### src/rtl/alu_cmd_ctrl.sv
// Command front-end around a 64-bit ALU: carry chaining plus an in-order response FIFO.
// Optional per-entry zero/negative flags are built when ALU_CMD_FLAGS_EN is defined.

module alu64bit (
    input  logic [63:0] i_a,
    input  logic [63:0] i_b,
    input  logic [1:0]  i_op,
    input  logic        i_cin,
    output logic [63:0] o_s,
    output logic        o_cout
);

    logic [64:0] w_sum;

    // SUB is a + ~b + cin, so cin=1 gives a true a-b and cout=1 means no borrow.
    // Logic ops report a carry-out of 0.
    always_comb begin
        w_sum  = '0;
        o_s    = '0;
        o_cout = 1'b0;
        unique case (i_op)
            2'b00: o_s = ~(i_a | i_b);
            2'b01: o_s = i_a ^ i_b;
            2'b10: begin
                w_sum  = {1'b0, i_a} + {1'b0, i_b} + {64'd0, i_cin};
                o_s    = w_sum[63:0];
                o_cout = w_sum[64];
            end
            2'b11: begin
                w_sum  = {1'b0, i_a} + {1'b0, ~i_b} + {64'd0, i_cin};
                o_s    = w_sum[63:0];
                o_cout = w_sum[64];
            end
            default: ;
        endcase
    end

endmodule

module alu_cmd_ctrl #(
    parameter int unsigned RSP_DEPTH = 2
) (
    input  logic        clk,
    input  logic        rst_n,
    input  logic        req_valid,
    output logic        req_ready,
    input  logic [63:0] req_a,
    input  logic [63:0] req_b,
    input  logic [1:0]  req_op,
    input  logic        req_cin,
    input  logic        req_chain,
    output logic        rsp_valid,
    input  logic        rsp_ready,
    output logic [63:0] rsp_s,
    output logic        rsp_cout
`ifdef ALU_CMD_FLAGS_EN
    ,
    output logic        rsp_zero,
    output logic        rsp_neg
`endif
);

    localparam int unsigned PW = (RSP_DEPTH > 1) ? $clog2(RSP_DEPTH) : 1;
    localparam int unsigned CW = $clog2(RSP_DEPTH + 1);
    localparam logic [PW-1:0] PTR_MAX = PW'(RSP_DEPTH - 1);
    localparam logic [CW-1:0] CNT_MAX = CW'(RSP_DEPTH);

    logic          r_carry;
    logic [PW-1:0] r_rd_ptr;
    logic [PW-1:0] r_wr_ptr;
    logic [CW-1:0] r_count;
    logic [63:0]   r_mem_s [RSP_DEPTH];
    logic          r_mem_c [RSP_DEPTH];
`ifdef ALU_CMD_FLAGS_EN
    logic          r_mem_z [RSP_DEPTH];
    logic          r_mem_n [RSP_DEPTH];
`endif

    logic          w_cin;
    logic [63:0]   w_s;
    logic          w_cout;
    logic          w_push;
    logic          w_pop;
    logic [CW-1:0] w_count_d;
    logic [PW-1:0] w_rd_ptr_d;
    logic [PW-1:0] w_wr_ptr_d;

    function automatic logic [PW-1:0] ptr_inc(input logic [PW-1:0] p);
        return (p == PTR_MAX) ? '0 : p + 1'b1;
    endfunction

    assign w_cin = req_chain ? r_carry : req_cin;

    alu64bit u_alu (
        .i_a    (req_a),
        .i_b    (req_b),
        .i_op   (req_op),
        .i_cin  (w_cin),
        .o_s    (w_s),
        .o_cout (w_cout)
    );

    // Ready is purely from registered occupancy: a full buffer never takes a
    // push in the same cycle it pops.
    assign req_ready = (r_count < CNT_MAX);
    assign rsp_valid = (r_count != '0);
    assign w_push    = req_valid & req_ready;
    assign w_pop     = rsp_valid & rsp_ready;

    assign rsp_s    = r_mem_s[r_rd_ptr];
    assign rsp_cout = r_mem_c[r_rd_ptr];
`ifdef ALU_CMD_FLAGS_EN
    assign rsp_zero = r_mem_z[r_rd_ptr];
    assign rsp_neg  = r_mem_n[r_rd_ptr];
`endif

    always_comb begin
        w_count_d  = r_count;
        w_rd_ptr_d = r_rd_ptr;
        w_wr_ptr_d = r_wr_ptr;
        if (w_push) begin
            w_wr_ptr_d = ptr_inc(r_wr_ptr);
        end
        if (w_pop) begin
            w_rd_ptr_d = ptr_inc(r_rd_ptr);
        end
        case ({w_push, w_pop})
            2'b10:   w_count_d = r_count + 1'b1;
            2'b01:   w_count_d = r_count - 1'b1;
            default: w_count_d = r_count;
        endcase
    end

    always_ff @(posedge clk or negedge rst_n) begin
        if (!rst_n) begin
            r_carry  <= 1'b0;
            r_rd_ptr <= '0;
            r_wr_ptr <= '0;
            r_count  <= '0;
        end else begin
            r_rd_ptr <= w_rd_ptr_d;
            r_wr_ptr <= w_wr_ptr_d;
            r_count  <= w_count_d;
            if (w_push) begin
                r_carry <= w_cout;
            end
        end
    end

    always_ff @(posedge clk or negedge rst_n) begin
        if (!rst_n) begin
            for (int i = 0; i < RSP_DEPTH; i++) begin
                r_mem_s[i] <= '0;
                r_mem_c[i] <= 1'b0;
`ifdef ALU_CMD_FLAGS_EN
                r_mem_z[i] <= 1'b0;
                r_mem_n[i] <= 1'b0;
`endif
            end
        end else if (w_push) begin
            r_mem_s[r_wr_ptr] <= w_s;
            r_mem_c[r_wr_ptr] <= w_cout;
`ifdef ALU_CMD_FLAGS_EN
            r_mem_z[r_wr_ptr] <= (w_s == 64'd0);
            r_mem_n[r_wr_ptr] <= w_s[63];
`endif
        end
    end

endmodule

### config.mk
export PLATFORM = sky130hd
export DESIGN_NAME = alu_cmd_ctrl
export DESIGN_NICKNAME = d
export VERILOG_FILES = /design/src/rtl/alu_cmd_ctrl.sv
export SDC_FILE = /design/constraint.sdc
export NUM_CORES = 1
export LEC_CHECK = 0
export CORE_UTILIZATION = 50
export CTS_CLUSTER_SIZE = 16
export DETAILED_ROUTE_END_ITERATION = 16
export DONT_BUFFER_PORTS = 1
export PLACE_DENSITY_LB_ADDON = 0.12
export SLEW_MARGIN = 30
export SYNTH_ARGS = -nofsm -noshare
export SYNTH_HDL_FRONTEND = slang
export SYNTH_SLANG_ARGS = --single-unit
### constraint.sdc
create_clock -name clk -period 6 [get_ports clk]
set_clock_uncertainty 0.2 [all_clocks]
set_input_delay 0.6 -clock clk [delete_from_list [all_inputs] [get_ports clk]]
set_output_delay 0.6 -clock clk [all_outputs]
set_load 0.005 [all_outputs]
==> impl_results.md, run 1 <==
- Grt total ovfl: 0
- Post-synthesis mux area share: 7.65%
- Crit path capture type: flip-flop
- Critical Path Start Type: flip-flop
- Fmax: 197 MHz
- Setup CP Type: reg2reg
- WL/cell: 21.9 um
- Synthesis warning total: 0
- Layout cells sized above 1: 7.38%
- Gate Count Post-Synth: 2266
- Reg-to-reg endpoint: r_mem_s[59]$_DFFE_PN0P_
- Cell variety after synth: 79
- Die ar.: 34000 um2
- Initial cell density of the core: 51.0%
- RD Place Congestion: 0.996
- Adder-cell share of the synthesized area: 15.9%
- Post-synthesis sequential area ratio: 20.3%
- VDD IR max: 0.000377 V
- Final ANT Viol Nets: 0
- Ys async rst share: 100%
- Site Rows: 66
- Worst min-delay path class: in2reg
- Clock transition at path regs: 60 ps
- Min Hold Slack: 215 ps
- CTS HTree Levels: 4
- 1st-iter DRT viols: 1854
- Post-DP HPWL: 43.3 mm
- Die Y: 184 um
- Setup violators final: 0
- Fillers: 3281
- Vias in the first global route: 15300
- Area growth from synthesis to layout: 4.80%
- CP Max Fanout: 5
- Final #Nets: 2514
- Area of the multi-input gates: 12000 um2
- Leakage: 8.04 nW
- Slew HR: 29.7%
- Hold path depth: 2
- Compound-cell area share of the yosys netlist: 26.7%
- Clock root buffer: clkbuf_16
- Cells on worst reg2reg path: 14
- Xor-xnor portion of the synthesized cell area: 2.58%
- Post-Syn Area: 16600 um2
- WP data required: 6170 ps
- Die width: 184 um
- Placed cell area: 16800 um2
- Fin crit share: 84.6%
- Flop and latch count out of synthesis: 135
- Worst-Skew Late Latency: 430 ps
- Mapped Nets: 2611
- Sink Count: 135
- Top post-synthesis cells by area: dfrtp_1 20%, ha_1 15%, a21oi_1 7.0%
- Simple-Gate Fraction of Synth Area: 19.0%
- Vias post-DR: 16500
- Setup TNS: 0 ps
- Max Cap Viol: 0
- # port buffers: 0
- Min-delay src: rsp_ready
- Area leader, netlist: dfrtp_1
- Least-Margin Pin Slew: 1050 ps
- Post-route cell area: 17400 um2
- Reg-to-reg startpoint: r_carry$_DFFE_PN0P_
- Vias per inst: 6.28
- Antenna cells: 0
- RSZ-0062 raised after global routing: no
- Core area: 32600 um2
- DRC: 0
- Hold Path Sink: r_rd_ptr$_DFFE_PN0P_
- CTS Buffer Depth: 2
- Final hold violations: 0
- CTS-repair resized insts: 0
- CP Data Arrival Time: 5240 ps
- Dominant synthesized flop cell: dfrtp_1
- Main combinational cell family by area after synthesis: compound AO/OA/AOI/OAI gates
- Initial antenna violation count: 0
- Inserted Clock Buffers: 17
- Synthesized area per cell: 7.34 um2
- I/O pin total: 203
- CTS tree: yes
- Global-route wire length before repair: 87.8 mm
- Status: completed
- Total iterations of the first detailed-routing run: 6
- Period minus WS final: 5080 ps
- FF-to-FF setup slack: 920 ps
- WL final: 57.4 mm
- Largest net degree at the start of global routing: 151
- Most common cell after layout, fill and taps aside: nand2_1
- Post-synth EDFFs: 0
- Most frequent cells in the layout: 283 x nand2_1, 233 x a21oi_1, 205 x ha_1
- Max Slew Vio Count: 0
- Sequential cell area: 3380 um2
- Synth top area share: 20.3%
- All-Layer GR Usage: 33.5%
- PwrDens: 290 nW/um2
[metrics by stage]
step	instances	util, %	power (W)	setup WS [ps]
2_1_floorplan	2266	-	0.00331	1480
3_3_place_gp	2589	51.5	0.00395	991
3_5_place_dp	2589	51.5	0.00400	907
4_1_cts	2623	53.4	0.00504	1080
5_1_grt	2624	53.4	0.00541	736
6_report	2624	53.4	0.00505	925
[kinds of logic after synthesis]
logic type               count (synthesis)
AND/OR/NAND/NOR                        704
multiplexers                           115
adder cells (fa/ha/maj)                209
AO/OA/AOI/OAI                          711
XOR/XNOR                                49
flip-flops                             135
buffers and inverters                  343
[layout make-up]
cell class | count | area share [%]
Clock inverter | 13 | 0.639
Multi-Input combinational cell | 1788 | 68.8
Timing Repair Buffer | 17 | 0.933
Tap cell | 442 | 3.17
Sequential cell | 135 | 19.4
Inverter | 210 | 4.52
Clock buffer | 19 | 2.54
[synthesized netlist by cell type, types with 5 or more instances]
library cell / number
xnor2_1: 45
clkbuf_1: 113
o31ai_1: 22
o22ai_1: 13
o21a_1: 11
nand2b_1: 15
mux2_2: 86
o21ai_0: 193
a21boi_0: 5
nor4_1: 15
o2111ai_1: 6
a31oi_1: 20
buf_1: 13
nor2_1: 184
inv_1: 204
or2_2: 9
a311oi_1: 5
buf_2: 7
or4_1: 11
a211oi_1: 29
o31a_1: 10
nor3_1: 50
nand3_1: 43
dfrtp_1: 135
nor2b_1: 13
o221ai_1: 23
ha_1: 205
clkinv_1: 6
or3_1: 16
o21bai_1: 38
mux2i_1: 28
a21o_1: 27
and3_1: 8
a21oi_1: 233
o211ai_1: 10
a221oi_1: 6
nand2_1: 283
o311ai_0: 6
nand4_1: 43
[worst max-delay path, cell delays in order (launching register included)]
cell,delay [ps]
dfrtp_1,390
mux2i_1,260
fa_1,290
nor2_1,70
o21ai_0,360
a21oi_2,170
o31ai_4,440
nor4_4,90
o31ai_2,610
o41ai_4,170
a31oi_1,510
o21ai_2,190
a2111oi_1,760
mux2_2,420
nand3_1,80
[worst max path at each step]
| stage | startpoint | to | slack [ps] | depth (start not counted) |
|---|---|---|---|---|
| after floorplan | req_chain | r_mem_s[58]$_DFFE_PN0P_ | 1480 | 16 |
| after detailed placement | req_chain | r_mem_s[121]$_DFFE_PN0P_ | 910 | 15 |
| final | r_carry$_DFFE_PN0P_ | r_mem_s[59]$_DFFE_PN0P_ | 920 | 14 |
| after global placement | req_b[14] | r_mem_s[121]$_DFFE_PN0P_ | 990 | 15 |
| after CTS | r_carry$_DFFE_PN0P_ | r_mem_s[59]$_DFFE_PN0P_ | 1080 | 14 |
| after global routing | r_carry$_DFFE_PN0P_ | r_mem_s[54]$_DFFE_PN0P_ | 740 | 17 |
[power breakdown]
part,leakage (nW),switching [W],internal (W)
logic,6.10,0.00155,0.000952
clock network,0.271,0.000451,0.000549
registers,1.67,0.000214,0.00134
total,8.04,0.00221,0.00284
[layer usage]
metal | global-route usage, % | wire [um] | vias to the layer above
met2 | 50.9 | 24900 | 815
met4 | 7.77 | 1010 | 0
li1 | - | - | 7800
met5 | 0 | 0 | -
met1 | 47.0 | 25300 | 7791
met3 | 8.48 | 6190 | 78
[sequential cells by signal (all words and copies together) (netlist names)]
signal and cells:
r_wr_ptr 1, r_count 2, r_carry 1, r_rd_ptr 1, r_mem_c 2, r_mem_s 128
[timing repair]
action / 4_1_cts / 5_1_grt
endpoints found under the hold margin: 135 / 0
hold buffers: 2 / 0
setup endpoints to repair: 0 / 0
buffers inserted: 0 / 0
Power figures use the tool's default switching activity.
==> run 2, diff against run 1 <==
==> constraint.sdc (replaced) <==
create_clock -name clk -period 4.6 [get_ports clk]
set_clock_uncertainty 0.2 [all_clocks]
set_input_delay 0.46 -clock clk [delete_from_list [all_inputs] [get_ports clk]]
set_output_delay 0.46 -clock clk [all_outputs]
set_load 0.005 [all_outputs]
==> run 2 against run 1 <==
  * Count of clock-buffer cells in the layout stayed put
  * Global-route usage is 0.52 points higher
  * Critical path type unchanged
  * Highest routed layer unchanged
  * First-iteration DRC count is 9.8% lower
==> impl_results.md, run 2 (same netlist as run 1, synthesis figures left out) <==
- Cells on worst reg2reg path: 15
- Fillers: 3192
- Site Rows: 66
- Slowest stage delay, CP: 480 ps
- Final hold violations: 0
- Most frequent cells in the layout: 283 x nand2_1, 230 x a21oi_1, 205 x ha_1
- Max FFs per register: 128
- Clock root buffer: clkbuf_16
- CTS Buffer Depth: 2
- Clock transition at path regs: 60 ps
- CTS HTree Levels: 4
- Inserted Clock Buffers: 17
- Critical Path Start Type: flip-flop
- Fin crit share: 96.8%
- Status: completed
- Worst min-delay path class: in2reg
- CP Max Fanout: 4
- 1st-iter DRT viols: 1673
- Top Registers: r_mem_s x128, r_count x2, r_mem_c x2
- Max Cap Viol: 0
- DRC: 0
- Crit path capture type: flip-flop
- PwrDens: 373 nW/um2
- Period minus WS final: 4450 ps
- Setup CP Type: reg2reg
- Post-route cell area: 18200 um2
- Critical-path cell list: mux2i_4, fa_1, nor2_1, o21ai_0, a21oi_2, o31ai_4, nor4_4, o31ai_4, o41ai_4, a31oi_1, o21ai_2, a2111oi_1, buf_4, mux2_2, nand3_1
- Initial antenna violation count: 0
- Global-route wire length before repair: 89.5 mm
- Post-DP HPWL: 44.8 mm
- All-Layer GR Usage: 34.0%
- Die width: 184 um
- Fmax: 225 MHz
- Crit-path slowest cell: a31oi_1
- Die ar.: 34000 um2
- Placed cell area: 17500 um2
- Leakage: 8.52 nW
- Core area: 32600 um2
- Vias in the first global route: 15800
- Final ANT Viol Nets: 0
- Slew HR: 34.8%
- Grt total ovfl: 0
- CP Data Arrival Time: 4620 ps
- Least-Margin Pin Slew: 976 ps
- WL final: 58.6 mm
- Die Y: 184 um
- Sink Count: 135
- Worst Slack Setup Final: 148 ps
- CTS tree: yes
- # port buffers: 0
- WP data required: 4770 ps
- I/O pin total: 203
- Total iterations of the first detailed-routing run: 6
- Layout cells sized above 1: 11.7%
- VDD IR max: 0.000331 V
- Dpl ws: -98.9 ps
- Worst-Skew Late Latency: 430 ps
- RD Place Congestion: 0.970
- Area growth from synthesis to layout: 9.62%
- Hold path depth: 2
- Top cell by count, worst path: o31ai_4
- Vias per inst: 6.25
- Setup violators final: 0
- Initial cell density of the core: 51.0%
- Antenna cells: 0
- Most common cell after layout, fill and taps aside: nand2_1
- Max Slew Vio Count: 0
- WL/cell: 21.5 um
- Final #Nets: 2612
- Largest net degree at the start of global routing: 151
- Vias post-DR: 17000
- Largest Register: r_mem_s
==> run 2: changes by cell type in the layout (fill, tap and decap cells not counted), sizes merged <==
| cell | before | now |
|---|---|---|
| clkinv | 13 | 12 |
| clkinvlp | 1 | 3 |
| bufinv | 0 | 2 |
| buf | 16 | 114 |
| inv | 209 | 205 |
==> run 2: worst paths after layout <==
path	start	endpoint	slack, ps
max reg2reg	r_carry$_DFFE_PN0P_	r_mem_s[59]$_DFFE_PN0P_	150
min reg2reg	r_mem_s[74]$_DFFE_PN0P_	r_mem_s[74]$_DFFE_PN0P_	270
min in group asynchronous	rst_n	r_mem_s[66]$_DFFE_PN0P_	530
max in group asynchronous	rst_n	r_rd_ptr$_DFFE_PN0P_	3190
min	rsp_ready	r_rd_ptr$_DFFE_PN0P_	100
max	r_carry$_DFFE_PN0P_	r_mem_s[59]$_DFFE_PN0P_	150
==> run 2: cell type report <==
cell class                 instances  area, um2  share of cell area [%]
timing repair buffer             115        886                    4.86
clock inverter                    12        129                   0.707
sequential                       135       3380                    18.5
clock buffer                      19        443                    2.43
inverter                         210        788                    4.32
multi-input combinational       1788      12000                    66.1
tap                              442        553                    3.03
==> run 2: layer usage <==
metal / wire, um / track usage, %
met4: 942 / 7.27
met5: 0 / 0
met1: 26200 / 48.4
met2: 25600 / 52.8
met3: 5840 / 6.44
==> run 2: power by group <==
part           internal [W]  switching, W
Sequential          0.00175      0.000336
Combinational       0.00134       0.00200
Clock              0.000807      0.000555
Total               0.00390       0.00289
==> run 2: stage by stage <==
step	instances	setup TNS (ps)	util [%]	power, W	hold WS [ps]
6_report	2721	0	55.9	0.00679	95.3
5_1_grt	2721	-52.9	55.9	0.00725	89.1
4_1_cts	2720	0	55.7	0.00674	64.3
3_5_place_dp	2687	-539	53.8	0.00534	-33.0
3_3_place_gp	2687	0	53.8	0.00528	-33.2
2_1_floorplan	2266	0	-	0.00432	-35.6
==> run 2: worst max-delay path: cells and delay by family (launching register included) <==
family | cells | cell delay (ps)
AO/OA/AOI/OAI | 8 | 2480
adder cells (fa/ha/maj) | 1 | 270
buffers and inverters | 1 | 210
flip-flops | 1 | 410
multiplexers | 2 | 530
AND/OR/NAND/NOR | 3 | 250
==> run 2: timing repair <==
action                                  CTS  global route
hold buffers                              2             0
buffers inserted                          0             1
resized for setup                         0            16
hold endpoints to repair                135             0
endpoints found under the setup margin    0            38
